`config.mk`:
```
export PLATFORM = sky130hd
export DESIGN_NAME = adpll_network_sequencer
export DESIGN_NICKNAME = d
export VERILOG_FILES = /design/src/rtl/adpll_network_sequencer.sv
export SDC_FILE = /design/constraint.sdc
export NUM_CORES = 1
export LEC_CHECK = 0
export ABC_AREA = 1
export CAP_MARGIN = 20
export CORE_MARGIN = 4
export CORE_UTILIZATION = 45
export DETAILED_ROUTE_END_ITERATION = 10
export PLACE_DENSITY = 0.66
export SETUP_SLACK_MARGIN = 0.15
export SYNTH_ARGS = -nofsm -noshare
export SYNTH_HDL_FRONTEND = slang
export SYNTH_SLANG_ARGS = --single-unit
```
`constraint.sdc`:
```
create_clock -name fpga_clk_i -period 3.3 [get_ports fpga_clk_i]
set_clock_uncertainty 0.1 [all_clocks]
set_input_delay 0.66 -clock fpga_clk_i [delete_from_list [all_inputs] [get_ports fpga_clk_i]]
set_output_delay 0.66 -clock fpga_clk_i [all_outputs]
set_load 0.02 [all_outputs]
```
`src/rtl/adpll_network_sequencer.sv`:
```
// Start-up and lock sequencer for the 2x2 NetworkADPLL mesh.
//
// Brings the nodes up in stages (11, then 12/21, then 22) under acquisition
// gains. Once every enabled node holds a small phase error long enough, it
// switches to tracking gains and the selected weight mode. Loss of lock sends
// it to RELOCK. Staying too long in an acquiring state sends it to FAULT.
//
// Ports:
//   fpga_clk_i        system clock; all inputs are synchronous to it
//   reset_i           asynchronous, active-high reset
//   start_i           level: high runs the sequence, low returns to IDLE
//   uni_dir_i         final weight mode: 1 = unidirectional, 0 = bidirectional
//   error_xy_i        signed phase error of node xy
//   enable_o          node enables {22, 21, 12, 11}
//   kp_o, ki_o        loop gain selects broadcast to all nodes
//   bidir_o           1 = bidirectional weight table
//   locked_o          high in TRACK
//   fault_o           high in FAULT
//   state_o           current state, for debug
module adpll_network_sequencer #(
  parameter int unsigned PDET_WIDTH    = 8,
  parameter int unsigned CNT_WIDTH     = 16,
  parameter int unsigned LOCK_THRESH   = 4,
  parameter int unsigned UNLOCK_THRESH = 16,
  parameter int unsigned LOCK_COUNT    = 1024,
  parameter int unsigned UNLOCK_COUNT  = 64,
  parameter int unsigned TIMEOUT       = 60000,
  parameter logic [3:0]  KP_ACQ        = 4'd8,
  parameter logic [3:0]  KI_ACQ        = 4'd4,
  parameter logic [3:0]  KP_TRK        = 4'd4,
  parameter logic [3:0]  KI_TRK        = 4'd1
) (
  input  logic                  fpga_clk_i,
  input  logic                  reset_i,
  input  logic                  start_i,
  input  logic                  uni_dir_i,
  input  logic [PDET_WIDTH-1:0] error_11_i,
  input  logic [PDET_WIDTH-1:0] error_12_i,
  input  logic [PDET_WIDTH-1:0] error_21_i,
  input  logic [PDET_WIDTH-1:0] error_22_i,
  output logic [3:0]            enable_o,
  output logic [3:0]            kp_o,
  output logic [3:0]            ki_o,
  output logic                  bidir_o,
  output logic                  locked_o,
  output logic                  fault_o,
  output logic [2:0]            state_o
);

  typedef enum logic [2:0] {
    StIdle   = 3'd0,
    StRoot   = 3'd1,
    StRow    = 3'd2,
    StAll    = 3'd3,
    StTrack  = 3'd4,
    StRelock = 3'd5,
    StFault  = 3'd6
  } state_e;

  localparam logic [PDET_WIDTH-1:0] LockThr     = PDET_WIDTH'(LOCK_THRESH);
  localparam logic [PDET_WIDTH-1:0] UnlockThr   = PDET_WIDTH'(UNLOCK_THRESH);
  localparam logic [CNT_WIDTH-1:0]  LockCnt     = CNT_WIDTH'(LOCK_COUNT);
  localparam logic [CNT_WIDTH-1:0]  UnlockCnt   = CNT_WIDTH'(UNLOCK_COUNT);
  localparam logic [CNT_WIDTH-1:0]  TimeoutLast = CNT_WIDTH'(TIMEOUT - 1);
  localparam logic [PDET_WIDTH-1:0] ErrMin      = {1'b1, {(PDET_WIDTH-1){1'b0}}};
  localparam logic [PDET_WIDTH-1:0] ErrMax      = {1'b0, {(PDET_WIDTH-1){1'b1}}};

  state_e                         state_q, state_d;
  logic [3:0][PDET_WIDTH-1:0]     err_q;
  logic [3:0][PDET_WIDTH-1:0]     mag;
  logic [3:0]                     in_lock, out_lock, watch;
  logic                           lock_qual, unlock_qual, acquiring;
  logic                           lock_done, unlock_done, timeout_done;
  logic [CNT_WIDTH-1:0]           lock_cnt_q, lock_cnt_d;
  logic [CNT_WIDTH-1:0]           unlock_cnt_q, unlock_cnt_d;
  logic [CNT_WIDTH-1:0]           tmo_cnt_q, tmo_cnt_d;
  logic [3:0]                     en_q, en_d, kp_q, kp_d, ki_q, ki_d;
  logic                           bidir_q, bidir_d, locked_q, locked_d, fault_q, fault_d;

  function automatic logic [CNT_WIDTH-1:0] sat_inc(input logic [CNT_WIDTH-1:0] c);
    return (&c) ? c : c + 1'b1;
  endfunction

  // Magnitude of each registered error; the most negative code saturates.
  always_comb begin
    for (int i = 0; i < 4; i++) begin
      if (!err_q[i][PDET_WIDTH-1]) begin
        mag[i] = err_q[i];
      end else if (err_q[i] == ErrMin) begin
        mag[i] = ErrMax;
      end else begin
        mag[i] = -err_q[i];
      end
      in_lock[i]  = (mag[i] <= LockThr);
      out_lock[i] = (mag[i] > UnlockThr);
    end
  end

  always_comb begin
    watch     = 4'b0000;
    acquiring = 1'b0;
    unique case (state_q)
      StRoot:   begin watch = 4'b0001; acquiring = 1'b1; end
      StRow:    begin watch = 4'b0111; acquiring = 1'b1; end
      StAll:    begin watch = 4'b1111; acquiring = 1'b1; end
      StRelock: begin watch = 4'b1111; acquiring = 1'b1; end
      StTrack:  watch = 4'b1111;
      default:  watch = 4'b0000;
    endcase
  end

  assign lock_qual    = (watch != 4'b0000) && ((in_lock & watch) == watch);
  assign unlock_qual  = |(out_lock & watch);
  assign lock_done    = (lock_cnt_q >= LockCnt);
  assign unlock_done  = (unlock_cnt_q >= UnlockCnt);
  assign timeout_done = (tmo_cnt_q >= TimeoutLast);

  // Next state; lock is tested before timeout so it wins a tie.
  always_comb begin
    state_d = state_q;
    unique case (state_q)
      StIdle:   state_d = StRoot;
      StRoot:   if (lock_done) state_d = StRow;   else if (timeout_done) state_d = StFault;
      StRow:    if (lock_done) state_d = StAll;   else if (timeout_done) state_d = StFault;
      StAll:    if (lock_done) state_d = StTrack; else if (timeout_done) state_d = StFault;
      StRelock: if (lock_done) state_d = StTrack; else if (timeout_done) state_d = StFault;
      StTrack:  if (unlock_done) state_d = StRelock;
      StFault:  state_d = StFault;
      default:  state_d = StIdle;
    endcase
    if (!start_i) state_d = StIdle;
  end

  // All counters restart whenever the state changes.
  always_comb begin
    lock_cnt_d   = '0;
    unlock_cnt_d = '0;
    tmo_cnt_d    = '0;
    if (state_d == state_q) begin
      if (lock_qual)                          lock_cnt_d   = sat_inc(lock_cnt_q);
      if (unlock_qual && state_q == StTrack)  unlock_cnt_d = sat_inc(unlock_cnt_q);
      if (acquiring)                          tmo_cnt_d    = sat_inc(tmo_cnt_q);
    end
  end

  // Outputs decoded from the next state so they register alongside it.
  always_comb begin
    en_d     = 4'b0000;
    kp_d     = KP_ACQ;
    ki_d     = KI_ACQ;
    bidir_d  = 1'b0;
    locked_d = 1'b0;
    fault_d  = 1'b0;
    unique case (state_d)
      StRoot:   en_d = 4'b0001;
      StRow:    en_d = 4'b0111;
      StAll:    en_d = 4'b1111;
      StRelock: en_d = 4'b1111;
      StTrack: begin
        en_d     = 4'b1111;
        kp_d     = KP_TRK;
        ki_d     = KI_TRK;
        bidir_d  = ~uni_dir_i;
        locked_d = 1'b1;
      end
      StFault:  fault_d = 1'b1;
      default:  en_d = 4'b0000;
    endcase
  end

  always_ff @(posedge fpga_clk_i or posedge reset_i) begin
    if (reset_i) begin
      state_q      <= StIdle;
      err_q        <= '0;
      lock_cnt_q   <= '0;
      unlock_cnt_q <= '0;
      tmo_cnt_q    <= '0;
      en_q         <= 4'b0000;
      kp_q         <= KP_ACQ;
      ki_q         <= KI_ACQ;
      bidir_q      <= 1'b0;
      locked_q     <= 1'b0;
      fault_q      <= 1'b0;
    end else begin
      state_q      <= state_d;
      err_q        <= {error_22_i, error_21_i, error_12_i, error_11_i};
      lock_cnt_q   <= lock_cnt_d;
      unlock_cnt_q <= unlock_cnt_d;
      tmo_cnt_q    <= tmo_cnt_d;
      en_q         <= en_d;
      kp_q         <= kp_d;
      ki_q         <= ki_d;
      bidir_q      <= bidir_d;
      locked_q     <= locked_d;
      fault_q      <= fault_d;
    end
  end

  assign enable_o = en_q;
  assign kp_o     = kp_q;
  assign ki_o     = ki_q;
  assign bidir_o  = bidir_q;
  assign locked_o = locked_q;
  assign fault_o  = fault_q;
  assign state_o  = state_q;

endmodule

```
Yosys cells after proc, flatten, opt, wreduce, memory -nomap -nowiden:

Cells that the tools add are included.

* bits in latches: 0
* input port bits: 36
* output and inout bits: 18
* register bits: 98
* memories kept: 0
* bits in writable memories: 0
* ROM bits: 0

* add/sub/neg operators: 7
* mux-type cells: 32
* shift-type cells: 0
* equality and inequality tests: 21
* bitwise logic cells: 3
* magnitude comparators: 11
* div/mod/pow operators: 0
* reduce and logical (&&, ||, !) cells: 12
* $mul: 0

Operators by type and width (count)
* 16-bit two-way mux: 9
* 8-bit two-way mux: 8
* 16-bit by 1-bit adder with 16-bit output, second input constant: 3
* 16-bit AND reduction: 3
* 8-bit equality test, second input constant: 4
* 8-bit by 5-bit > comparator with 1-bit output, second input constant: 4
* 8-bit by 3-bit less-or-equal comparator with 1-bit output, second input constant: 4
* 8-bit negator: 4
* 4-bit one-hot mux with 3 select lines: 2
* 3-bit two-way mux: 7
* 3-bit equality test, second input constant: 6
* 3-bit one-hot mux with 6 select lines: 1
* 16-bit by 11-bit greater-or-equal comparator with 1-bit output, second input constant: 1
* 16-bit greater-or-equal comparator, second input constant: 1
* 16-bit by 7-bit greater-or-equal comparator with 1-bit output, second input constant: 1
* 3-bit by 2-bit equality test with 1-bit output, second input constant: 4
* 3-bit inequality test, second input constant: 3
* 4-bit bitwise AND: 2
* 4-bit OR reduction: 2
* 3-bit by 1-bit equality test with 1-bit output, second input constant: 2
* 3-bit OR reduction: 2
* 4-bit equality test: 1
* 1-bit two-way mux: 4
* 4-bit two-way mux: 1
* other kinds (6): 7

Depth between registers and ports, before layout:

Gate-level depths: netlist (run 1).

* word-level depth: 9
* gate-level depth with buffers: 17

Worst setup path before layout (run 1):

No wires, ideal clock.

* path kind: reg-to-reg
* start point: register state_q[1], in the netlist state_o[1]
* end point: register lock_cnt_q[2]
* clock period less this slack: 2153 ps
* data required time: 3072 ps
* library setup time: 128 ps
* path buffers: 2
* data arrival time: 1926 ps
* stages on the path, launching flop included: 17
* slack: 1147 ps
* cells stage by stage: dfrtp_1 > buf_4 > inv_2 > ha_1 > inv_1 > nand2_1 > o21ai_2 > inv_1 > nand2_1 > nor2_1 > a21oi_1 > nor2_1 > nand2_1 > nor2_4 > nand2_4 > buf_12 > nor2_4

* cells in the longest elaborated chain, start to end: 8

RTL lines
* start: declaration: RTL line 68 `state_e state_q, state_d;`
* start signal: assignment: RTL line 173 `state_q <= StIdle;`
* start signal: assignment: RTL line 185 `state_q <= state_d;`
* 3-bit equality test or 3-bit by 2-bit equality test with 1-bit output (tied branches): RTL line 102, 121
* 3-bit OR reduction (no source line)
* 4-bit one-hot mux with 3 select lines: RTL line 102 `unique case (state_q)`
* 4-bit bitwise AND: RTL line 112 `assign lock_qual = (watch != 4'b0000) && ((in_lock & watch) == watch);`
* 4-bit equality test: RTL line 112
* 1-bit logical AND: RTL line 112
* 16-bit two-way mux: RTL line 140 `if (lock_qual) lock_cnt_d = sat_inc(lock_cnt_q);`
* 16-bit two-way mux: RTL line 139 `if (state_d == state_q) begin`
* end signal: assignment: RTL line 187 `lock_cnt_q <= lock_cnt_d;`
* end: declaration: RTL line 74 `logic [CNT_WIDTH-1:0] lock_cnt_q, lock_cnt_d;`

Several ways; a longest one is shown, not always the timed one.
A chain may end at the register's enable or synchronous reset.

Final worst setup path (run 1):

* start point: register state_q[1], in the netlist state_o[1]
* end point: register lock_cnt_q[12]

Same word-level chain as after synthesis.

==> results of run 1 <==
## stage by stage
stage	hold WS (ns)	util [%]	cells	setup slack [ns]	area [µm²]
floorplan	0.400	-	625	0.206	4870
CTS	0.453	54.2	814	0.848	5620
finish	0.446	54.2	814	0.886	5620
global placement	0.419	52.4	798	0.846	5440
global route	0.478	54.2	814	0.607	5620
detailed placement	0.438	52.4	798	0.759	5440
## cells by family (layout without fill, tap and decap cells)
kind of cell | after synthesis | in the layout | share of synthesized area (%)
AOI/OAI and AO/OA | 40 | 40 | 4.59
xor gates and xnor gates | 24 | 24 | 4.36
DFF | 90 | 90 | 46.7
and+or+nand+nor | 351 | 351 | 32.8
adders and majority gates | 10 | 10 | 2.60
buffers and inverters | 97 | 150 | 8.80
other | 1 | 13 | 0.0778
## final cells by class
type                    count  share of cell area (%)
inverters                  84                    5.63
clock inverters             7                    1.07
well taps                 136                    3.03
multi-input cells         438                    38.9
clock buffers               9                    2.20
flip-flops and latches     90                    40.1
repair buffers             50                    9.08
## power by group
group          internal, µW  leakage [µW]  total (µW)  switching (µW)
clock network           288     0.0000901         702             414
registers              1130       0.00115        1150            22.1
logic                  85.0       0.00145         196             111
total                  1500       0.00270        2050             547
## worst max path at each step
stage	end	slack, ns	cells past startpoint
6_report	lock_cnt_q[12]$_DFFE_PP0P_	0.89	12
3_5_place_dp	lock_cnt_q[12]$_DFFE_PP0P_	0.76	11
3_3_place_gp	lock_cnt_q[10]$_DFFE_PP0P_	0.85	11
2_1_floorplan	bidir_o$_DFF_PP0_	0.21	1
4_1_cts	lock_cnt_q[12]$_DFFE_PP0P_	0.85	12
5_1_grt	lock_cnt_q[15]$_DFFE_PP0P_	0.61	12
## synthesized netlist by cell type (all sizes together)
| master | count | area, µm² |
|---|---|---|
| ha | 10 | 125 |
| buf | 13 | 109 |
| dfstp | 1 | 26.3 |
| nand2 | 152 | 588 |
| a31oi | 1 | 6.26 |
| and2 | 1 | 6.26 |
| conb | 1 | 3.75 |
| or2 | 3 | 18.8 |
| o21bai | 3 | 22.5 |
| nand3 | 50 | 255 |
| a21oi | 8 | 43.8 |
| inv | 84 | 315 |
| xnor2 | 4 | 35.0 |
| o211ai | 2 | 15.0 |
| nand3b | 4 | 30.0 |
| xor2 | 20 | 175 |
| o21ai | 26 | 134 |
| nand4 | 16 | 100 |
| nor4 | 2 | 12.5 |
| nor3 | 12 | 65.1 |
| and3 | 1 | 6.26 |
| dfrtp | 89 | 2230 |
| nor2 | 110 | 500 |
## layer usage
metal	up-vias	GRT usage, %	wire length [µm]
li1	2021	-	-
met1	1819	19.6	4100
met2	45	27.4	4460
met3	8	2.83	271
met4	0	3.97	89
met5	-	0	0
## registers in the layout (all words and copies together) (netlist names)
name and cells:
fault_o 1, state_o 3, bidir_o 1, tmo_cnt_q 16, enable_o 3, err_q 32
unlock_cnt_q 16, kp_o 2, lock_cnt_q 16
## worst register-to-register path, cell delays in order, from the launching register on
cell and delay, ns:
dfrtp_1 0.58, inv_2 0.11, ha_1 0.37, nor2_1 0.09, inv_2 0.06, o21ai_1 0.05
nor3_1 0.14, nand2_1 0.07, nand2_1 0.06, nand2_1 0.05, a21oi_1 0.23, nand2_4 0.26
nor2_1 0.17
==> metrics.yaml, run 1 <==
hold_path:
  min_to: "tmo_cnt_q[0]$_DFFE_PP0P_"
  whs_path_depth: 3
  worstHoldStart: "tmo_cnt_q[0]$_DFFE_PP0P_"
  hold_path_class: "flip-flop to flip-flop"
status:
  status: "finished, final reports clean"
logic_synthesis:
  synth_cells: 613
  synth_seq_cells: 90
  synth_sequential_area_ratio_pct: 46.7
  syn_area_um2: 4820
  ys_warn_count: 0
  synth_cell_types: 37
  syn_area_per_cell_um2: 7.86
drt:
  first_pass_iters: 4
  final_antenna_net_count: 0
  vias: 3893
  routed_wl_um: 8920
  drtIter0Drc: 159
  via_per_inst: 4.78
  drc: 0
  wire_per_inst_um: 11.0
global_routing:
  grt_max_degree: 55
  first_global_vias: 3789
  grt_overflow: 0
  grt_pass1_wl_um: 16300
  gr-usage-all-layers_pct: 15.5
  antenna_found_initial: 0
place:
  hpwlAfterDp_um: 6860
  place_congestion: 0.927
  portBuffers: 49
sta:
  setup_viol: 0
  report.final.slew_viol_count: 0
  rsz0062_at_grt: "false"
  layout_min_cycle_time_ns: 2.41
  slew_headroom_pct: 56.0
  tns_ns: 0
  finalCritPeriodShare_pct: 73.2
  max_freq_mhz: 414
  hold_violations: 0
  worstMarginPinSlew_ns: 0.659
power_and_ir_drop:
  powerDensity_nw_per_um2: 365
  peakVddDrop_v: 0.000219
  finalPower_uw: 2050
  p_leak_uw: 0.00270
cells_and_area:
  drive_gt1_share_pct: 7.37
  layout-area-overhead-vs-synth_pct: 16.6
  multi_input_area_um2: 2190
  fin_nets: 719
  layout_common_cells: "147 x nand2_1, 97 x nor2_1, 89 x dfrtp_1, 76 x inv_1"
  fillers: 1000
  area.sequential_um2: 2250
  antenna_cells: 0
  layout_commonest_cell: "nand2_1"
floorplan:
  dieArea_um2: 12400
  rows: 37
  coreArea_um2: 10400
  boundaryPins: 54
  start_util_pct: 46.5
  die_h_um: 112
  die_w_um: 112
cts:
  cts_resized: 0
  cts_root_buf: "clkbuf_8"
  cts.sinks: 90
  cts_inserted_buffers: 9
  cts_buffer_depth: 2
  cts_tree: "done"
  hold_buffers: 0
  cts_setup_buffers: 0
  cts_max_level: 3
  path_clk_slew_ns: 0.09
  clock_latency_ns: 0.36
critical_path:
  max_stage_delay_ns: 0.58
  r2r_end: "lock_cnt_q[12]$_DFFE_PP0P_"
  cp_max_fo: 16
  r2r_cells: 12
  cp-startpoint: "state_o[1]$_DFF_PP0_"
  cp-start-kind: "flip-flop"
  crit_path_cell_trace: "inv_2 > ha_1 > nor2_1 > inv_2 > o21ai_1 > nor3_1 > nand2_1 > nand2_1 > nand2_1 > a21oi_1 > nand2_4 > nor2_1"
  critical_path_buf_inv_count: 2
  cpMostUsedCell: "nand2_1"
  crit_family: "simple AND/OR/NAND/NOR gates"
  critPathKind: "flip-flop to flip-flop"
  required_ns: 3.48
  worst_setup_path_end_kind: "flip-flop"
  arrival_ns: 2.60
  cpMaxStageDelayCell: "dfrtp_1"
  regToRegStartpoint: "state_o[1]$_DFF_PP0_"
  reg2reg_slack_ns: 0.89
flow_run:
  max_cap_violations: 0
(Power assumes the default switching activity.)
==> inputs of run 2 (changes only) <==
==> constraint.sdc (replaced) <==
create_clock -name fpga_clk_i -period 2.5 [get_ports fpga_clk_i]
set_clock_uncertainty 0.1 [all_clocks]
set_input_delay 0.5 -clock fpga_clk_i [delete_from_list [all_inputs] [get_ports fpga_clk_i]]
set_output_delay 0.5 -clock fpga_clk_i [all_outputs]
set_load 0.02 [all_outputs]
==> metrics.yaml, run 2 (synthesized netlist as in run 1, its figures left out) <==
critical_path:
  r2r_cells: 13  # +1
  worst_setup_path_end_kind: "flip-flop"
  cp_max_fo: 8  # -8
  critPathKind: "flip-flop to flip-flop"
  cp-start-kind: "flip-flop"
  required_ns: 2.71  # -0.77 ns
  arrival_ns: 2.44  # -0.16 ns
global_routing:
  antenna_found_initial: 0  # unchanged
  gr-usage-all-layers_pct: 15.7  # +0.19 points
  grt_overflow: 0  # unchanged
  first_global_vias: 3738  # -1.3%
  grt_pass1_wl_um: 16200  # -0.85%
  grt_max_degree: 91  # +65%
power_and_ir_drop:
  powerDensity_nw_per_um2: 498  # +37%
  peakVddDrop_v: 0.000418  # +91%
  p_leak_uw: 0.00280  # +3.7%
floorplan:
  dieArea_um2: 12400  # unchanged
  die_w_um: 112  # unchanged
  boundaryPins: 54  # unchanged
  start_util_pct: 46.5  # unchanged
  coreArea_um2: 10400  # unchanged
  rows: 37  # unchanged
  die_h_um: 112  # unchanged
place:
  portBuffers: 49  # unchanged
  hpwlAfterDp_um: 6760  # -1.4%
  place_ws_ns: 0.134  # -0.626 ns
  place_congestion: 0.893  # -3.6%
cts:
  cts_inserted_buffers: 9  # unchanged
  cts_tree: "done"
  path_clk_slew_ns: 0.09  # about the same
  hold_buffers: 0  # unchanged
  cts.sinks: 90  # unchanged
  clock_latency_ns: 0.38  # +0.02 ns
  cts_root_buf: "clkbuf_8"
  cts_buffer_depth: 2  # unchanged
  cts_max_level: 3  # unchanged
hold_path:
  hold_path_class: "input pin to flip-flop"
  whs_path_depth: 1  # -2
cells_and_area:
  multi_input_area_um2: 2280  # +4.1%
  layout-area-overhead-vs-synth_pct: 22.2
  area.sequential_um2: 2260  # +0.11%
  antenna_cells: 0  # unchanged
  fillers: 947  # -5.3%
  layout_common_cells: "142 x nand2_1, 88 x nor2_1, 87 x dfrtp_1, 72 x inv_1, 49 x clkdlybuf4s50_1"
  largest_register: "err_q"
  fin_nets: 731  # +1.7%
  layout_commonest_cell: "nand2_1"
  largest_register_ffs: 32  # unchanged
  drive_gt1_share_pct: 12.9  # +5.5 points
sta:
  finalCritPeriodShare_pct: 89.3  # +16 points
  tns_ns: 0  # unchanged
  setup_ws_ns: 0.268  # -0.618 ns
  hold_violations: 0  # unchanged
  layout_min_cycle_time_ns: 2.23  # -0.182 ns
  report.final.slew_viol_count: 0  # unchanged
  worstMarginPinSlew_ns: 0.684  # +0.0247 ns
  slew_headroom_pct: 54.2  # -1.8 points
  max_freq_mhz: 448  # +8.2%
  rsz0062_at_grt: "false"
  setup_viol: 0  # unchanged
drt:
  first_pass_iters: 4  # unchanged
  drc: 0  # unchanged
  vias: 3953  # +1.5%
  wire_per_inst_um: 11.1  # +1.7%
  drtIter0Drc: 149  # -6.3%
  routed_wl_um: 9210  # +3.2%
  final_antenna_net_count: 0  # unchanged
  via_per_inst: 4.79  # about the same
flow_run:
  max_cap_violations: 0  # unchanged
status:
  status: "finished, final reports clean"
[run 2: worst paths after layout]
check,slack [ns],to,startpoint
worst max register to register,0.27,tmo_cnt_q[4]$_DFFE_PP0P_,state_o[2]$_DFF_PP0_
max in group asynchronous,1.45,state_o[2]$_DFF_PP0_,reset_i
min in group asynchronous,0.50,unlock_cnt_q[15]$_DFFE_PP0P_,reset_i
worst max-delay path,0.27,tmo_cnt_q[4]$_DFFE_PP0P_,state_o[2]$_DFF_PP0_
worst min-delay path,0.46,err_q[4]$_DFF_PP0_,error_11_i[4]
worst min register to register,0.47,unlock_cnt_q[5]$_DFFE_PP0P_,unlock_cnt_q[5]$_DFFE_PP0P_
[run 2: where the power goes]
group | switching [µW] | leakage, µW | total (µW) | internal [µW]
clock network | 535 | 0.000114 | 1130 | 600
registers | 30.3 | 0.00115 | 1520 | 1490
logic | 154 | 0.00153 | 277 | 123
total | 719 | 0.00280 | 2930 | 2220
[run 2: metrics by stage]
stage / area, µm² / total power (µW) / hold slack (ns) / instances / util (%)
final: 5890 / 2930 / 0.455 / 826 / 56.8
after global routing: 5890 / 3090 / 0.432 / 826 / 56.8
after CTS: 5720 / 2970 / 0.431 / 818 / 55.1
after detailed placement: 5460 / 1810 / 0.437 / 801 / 52.7
after global placement: 5460 / 1810 / 0.425 / 801 / 52.7
after floorplan: 4870 / 1720 / 0.400 / 625 / -
[run 2: cell type report]
type / count / area share, %
clock inverters: 6 / 1.59
well taps: 136 / 2.89
clock buffers: 10 / 2.34
flip-flops and latches: 90 / 38.3
inverters: 84 / 5.52
repair buffers: 62 / 10.7
multi-input cells: 438 / 38.7
[run 2: worst max-delay path, cell delays in order (launching register included)]
cell        delay, ns
dfrtp_2          0.45
inv_4            0.07
ha_1             0.18
inv_1            0.05
nand2_1          0.06
o21ai_2          0.21
a21oi_1          0.06
nand2_1          0.09
a21oi_1          0.07
nor2_1           0.13
nand2_2          0.08
nor2_4           0.22
clkinvlp_4       0.25
nor2_2           0.14
[run 2: timing repair]
action	CTS	global route
pin swaps	1	10
gates resized for setup	0	34
endpoints found under the setup margin	9	42
buffers inserted	1	8
[run 2: routing by layer]
metal  part of all wire, %  GRT usage, %  wire length (µm)  vias up
met1                    44          18.9              4090     1838
met5                     0             0                 0        -
met3                   4.1          4.18               381       16
li1                      -             -                 -     2042
met2                    49          26.5              4550       57
met4                   2.0          6.73               187        0
==> inputs of run 3 (changes only) <==
==> constraint.sdc (replaced) <==
create_clock -name fpga_clk_i -period 2.5 [get_ports fpga_clk_i]
set_clock_uncertainty 0.1 [all_clocks]
set_input_delay 0.375 -clock fpga_clk_i [delete_from_list [all_inputs] [get_ports fpga_clk_i]]
set_output_delay 0.375 -clock fpga_clk_i [all_outputs]
set_load 0.02 [all_outputs]
==> metrics.yaml, run 3 (synthesized netlist as in run 1, its figures left out) <==
global_routing:
  antenna_found_initial: 0  # unchanged
  first_global_vias: 3776  # +1.0%
  gr-usage-all-layers_pct: 15.6  # -0.037 points
  grt_overflow: 0  # unchanged
  grt_pass1_wl_um: 16100  # -0.21%
  grt_max_degree: 41  # -55%
cells_and_area:
  layout-area-overhead-vs-synth_pct: 20.3
  antenna_cells: 0  # unchanged
  final_util_pct: 55.9  # -0.87 points
  drive_gt1_share_pct: 10.2  # -2.7 points
  fin_nets: 727  # -0.55%
  layout_common_cells: "145 x nand2_1, 95 x nor2_1, 87 x dfrtp_1, 74 x inv_1, 49 x clkdlybuf4s50_1"
  layout_commonest_cell: "nand2_1"
  largest_register: "err_q"
  largest_register_ffs: 32  # unchanged
floorplan:
  die_h_um: 112  # unchanged
  rows: 37  # unchanged
  boundaryPins: 54  # unchanged
  dieArea_um2: 12400  # unchanged
  coreArea_um2: 10400  # unchanged
  die_w_um: 112  # unchanged
  start_util_pct: 46.5  # unchanged
critical_path:
  max_stage_delay_ns: 0.41  # -0.04 ns
  cp-start-kind: "flip-flop"
  cpMaxStageDelayCell: "dfrtp_1"
  critPathKind: "flip-flop to flip-flop"
  cp_max_fo: 9  # +1
  required_ns: 2.71  # about the same
  crit_path_cell_trace: "buf_4 > nand2_1 > inv_1 > nor2_1 > o21ai_2 > inv_1 > nand2_1 > nor2_1 > a21oi_1 > nor2_1 > nand2_1 > nor2_4 > nand2_4 > buf_12 > nor2_1"
  arrival_ns: 2.40  # -0.04 ns
  cpMostUsedCell: "nor2_1"
  worst_setup_path_end_kind: "flip-flop"
power_and_ir_drop:
  pwr-share-clk_pct: 38.3  # -0.4 points
  p_sw_share_pct: 24.1  # -0.37 points
  peakVddDrop_v: 0.000355  # -15%
  power_frac_seq_pct: 52.5  # +0.6 points
  p_leak_uw: 0.00278  # -0.72%
  p_comb_share_pct: 9.2  # -0.2 points
  switching_power_uw: 700  # -2.7%
  powerDensity_nw_per_um2: 500  # +0.34%
  intPower_uw: 2200  # -0.70%
sta:
  report.final.slew_viol_count: 0  # unchanged
  hold_violations: 0  # unchanged
  slew_headroom_pct: 47.1  # -7.1 points
  finalCritPeriodShare_pct: 87.7  # -1.6 points
  worstMarginPinSlew_ns: 0.791  # +0.107 ns
  worst_hold_slack_ns: 0.251  # -0.204 ns
  max_freq_mhz: 456  # +1.8%
  tns_ns: 0  # unchanged
  layout_min_cycle_time_ns: 2.19  # -0.0401 ns
  setup_viol: 0  # unchanged
  rsz0062_at_grt: "true"
drt:
  routed_wl_um: 9310  # +1.1%
  drtIter0Drc: 199  # +34%
  wire_per_inst_um: 11.3  # +1.6%
  final_antenna_net_count: 0  # unchanged
  vias: 3902  # -1.3%
  drc: 0  # unchanged
  via_per_inst: 4.75  # -0.81%
  first_pass_iters: 4  # unchanged
cts:
  hold_buffers: 0  # unchanged
  cts_max_level: 3  # unchanged
  clock_latency_ns: 0.37  # about the same
  cts_tree: "done"
  cts_buffer_depth: 2  # unchanged
  cts.sinks: 90  # unchanged
  cts_inserted_buffers: 9  # unchanged
  cts_root_buf: "clkbuf_8"
  path_clk_slew_ns: 0.09  # about the same
place:
  portBuffers: 49  # unchanged
  place_congestion: 0.928  # +3.9%
  hpwlAfterDp_um: 7090  # +4.9%
status:
  status: "finished, final reports clean"
flow_run:
  max_cap_violations: 0  # unchanged
hold_path:
  hold_path_class: "input pin to async pin"
[run 3: cell count changes in the layout (fill, tap and decap cells not counted), sizes merged]
cell / delta
buf: -4
clkinv: +1
inv: -1
[run 3: path summary, 6_finish.rpt]
kind	startpoint	end	slack, ns	depth (start not counted)
worst min register to register	tmo_cnt_q[0]$_DFFE_PP0P_	tmo_cnt_q[0]$_DFFE_PP0P_	0.44	3
min in group fpga_clk_i	error_12_i[0]	err_q[8]$_DFF_PP0_	0.34	1
worst max register to register	state_o[1]$_DFF_PP0_	lock_cnt_q[11]$_DFFE_PP0P_	0.31	15
max in group asynchronous	reset_i	kp_o[3]$_DFF_PP1_	1.43	3
worst min-delay path	reset_i	lock_cnt_q[14]$_DFFE_PP0P_	0.25	2
worst max-delay path	state_o[1]$_DFF_PP0_	lock_cnt_q[11]$_DFFE_PP0P_	0.31	15
[run 3: worst max-delay path, delay by kind of cell, from the launching register on]
kind,cells,cell delay [ns]
buffers and inverters,4,0.51
AO/OA/AOI/OAI,2,0.14
flip-flops,1,0.41
AND/OR/NAND/NOR,9,0.96
[run 3: area by class of cell]
cell class / count / area (µm²)
Clock buffer: 10 / 138
Clock inverter: 6 / 88.8
Fill cell: 977 / 4570
Inverter: 84 / 322
Multi-Input combinational cell: 438 / 2230
Sequential cell: 90 / 2260
Tap cell: 136 / 170
Timing Repair Buffer: 58 / 596
[run 3: power groups by stage]
stage	registers, µW	logic (µW)	clock network [µW]
6_report	1520	268	1110
5_1_grt	1530	308	1200
4_1_cts	1520	269	1140
3_5_place_dp	1550	266	0
3_3_place_gp	1550	261	0
2_1_floorplan	1540	176	0
[run 3: stage by stage]
stage | area (µm²) | setup WS [ns] | cells | total power (µW)
detailed placement | 5470 | 0.136 | 802 | 1820
global route | 5800 | 0.127 | 822 | 3040
floorplan | 4870 | 0.347 | 625 | 1720
global placement | 5470 | 0.214 | 802 | 1810
CTS | 5740 | 0.223 | 820 | 2930
finish | 5800 | 0.308 | 822 | 2900
[run 3: metal layers]
metal	vias to the layer above	part of all wire (%)	routed length (µm)	track usage, %
li1	2036	-	-	-
met1	1779	45	4200	19.1
met2	67	49	4520	26.7
met3	20	3.9	365	4.02
met4	0	2.4	221	5.84
met5	-	0	0	0
[run 3: what timing repair did]
action	CTS	global route
resized for setup	0	17
buffers inserted	2	2
endpoints found under the setup margin	8	42
pin swaps	1	1
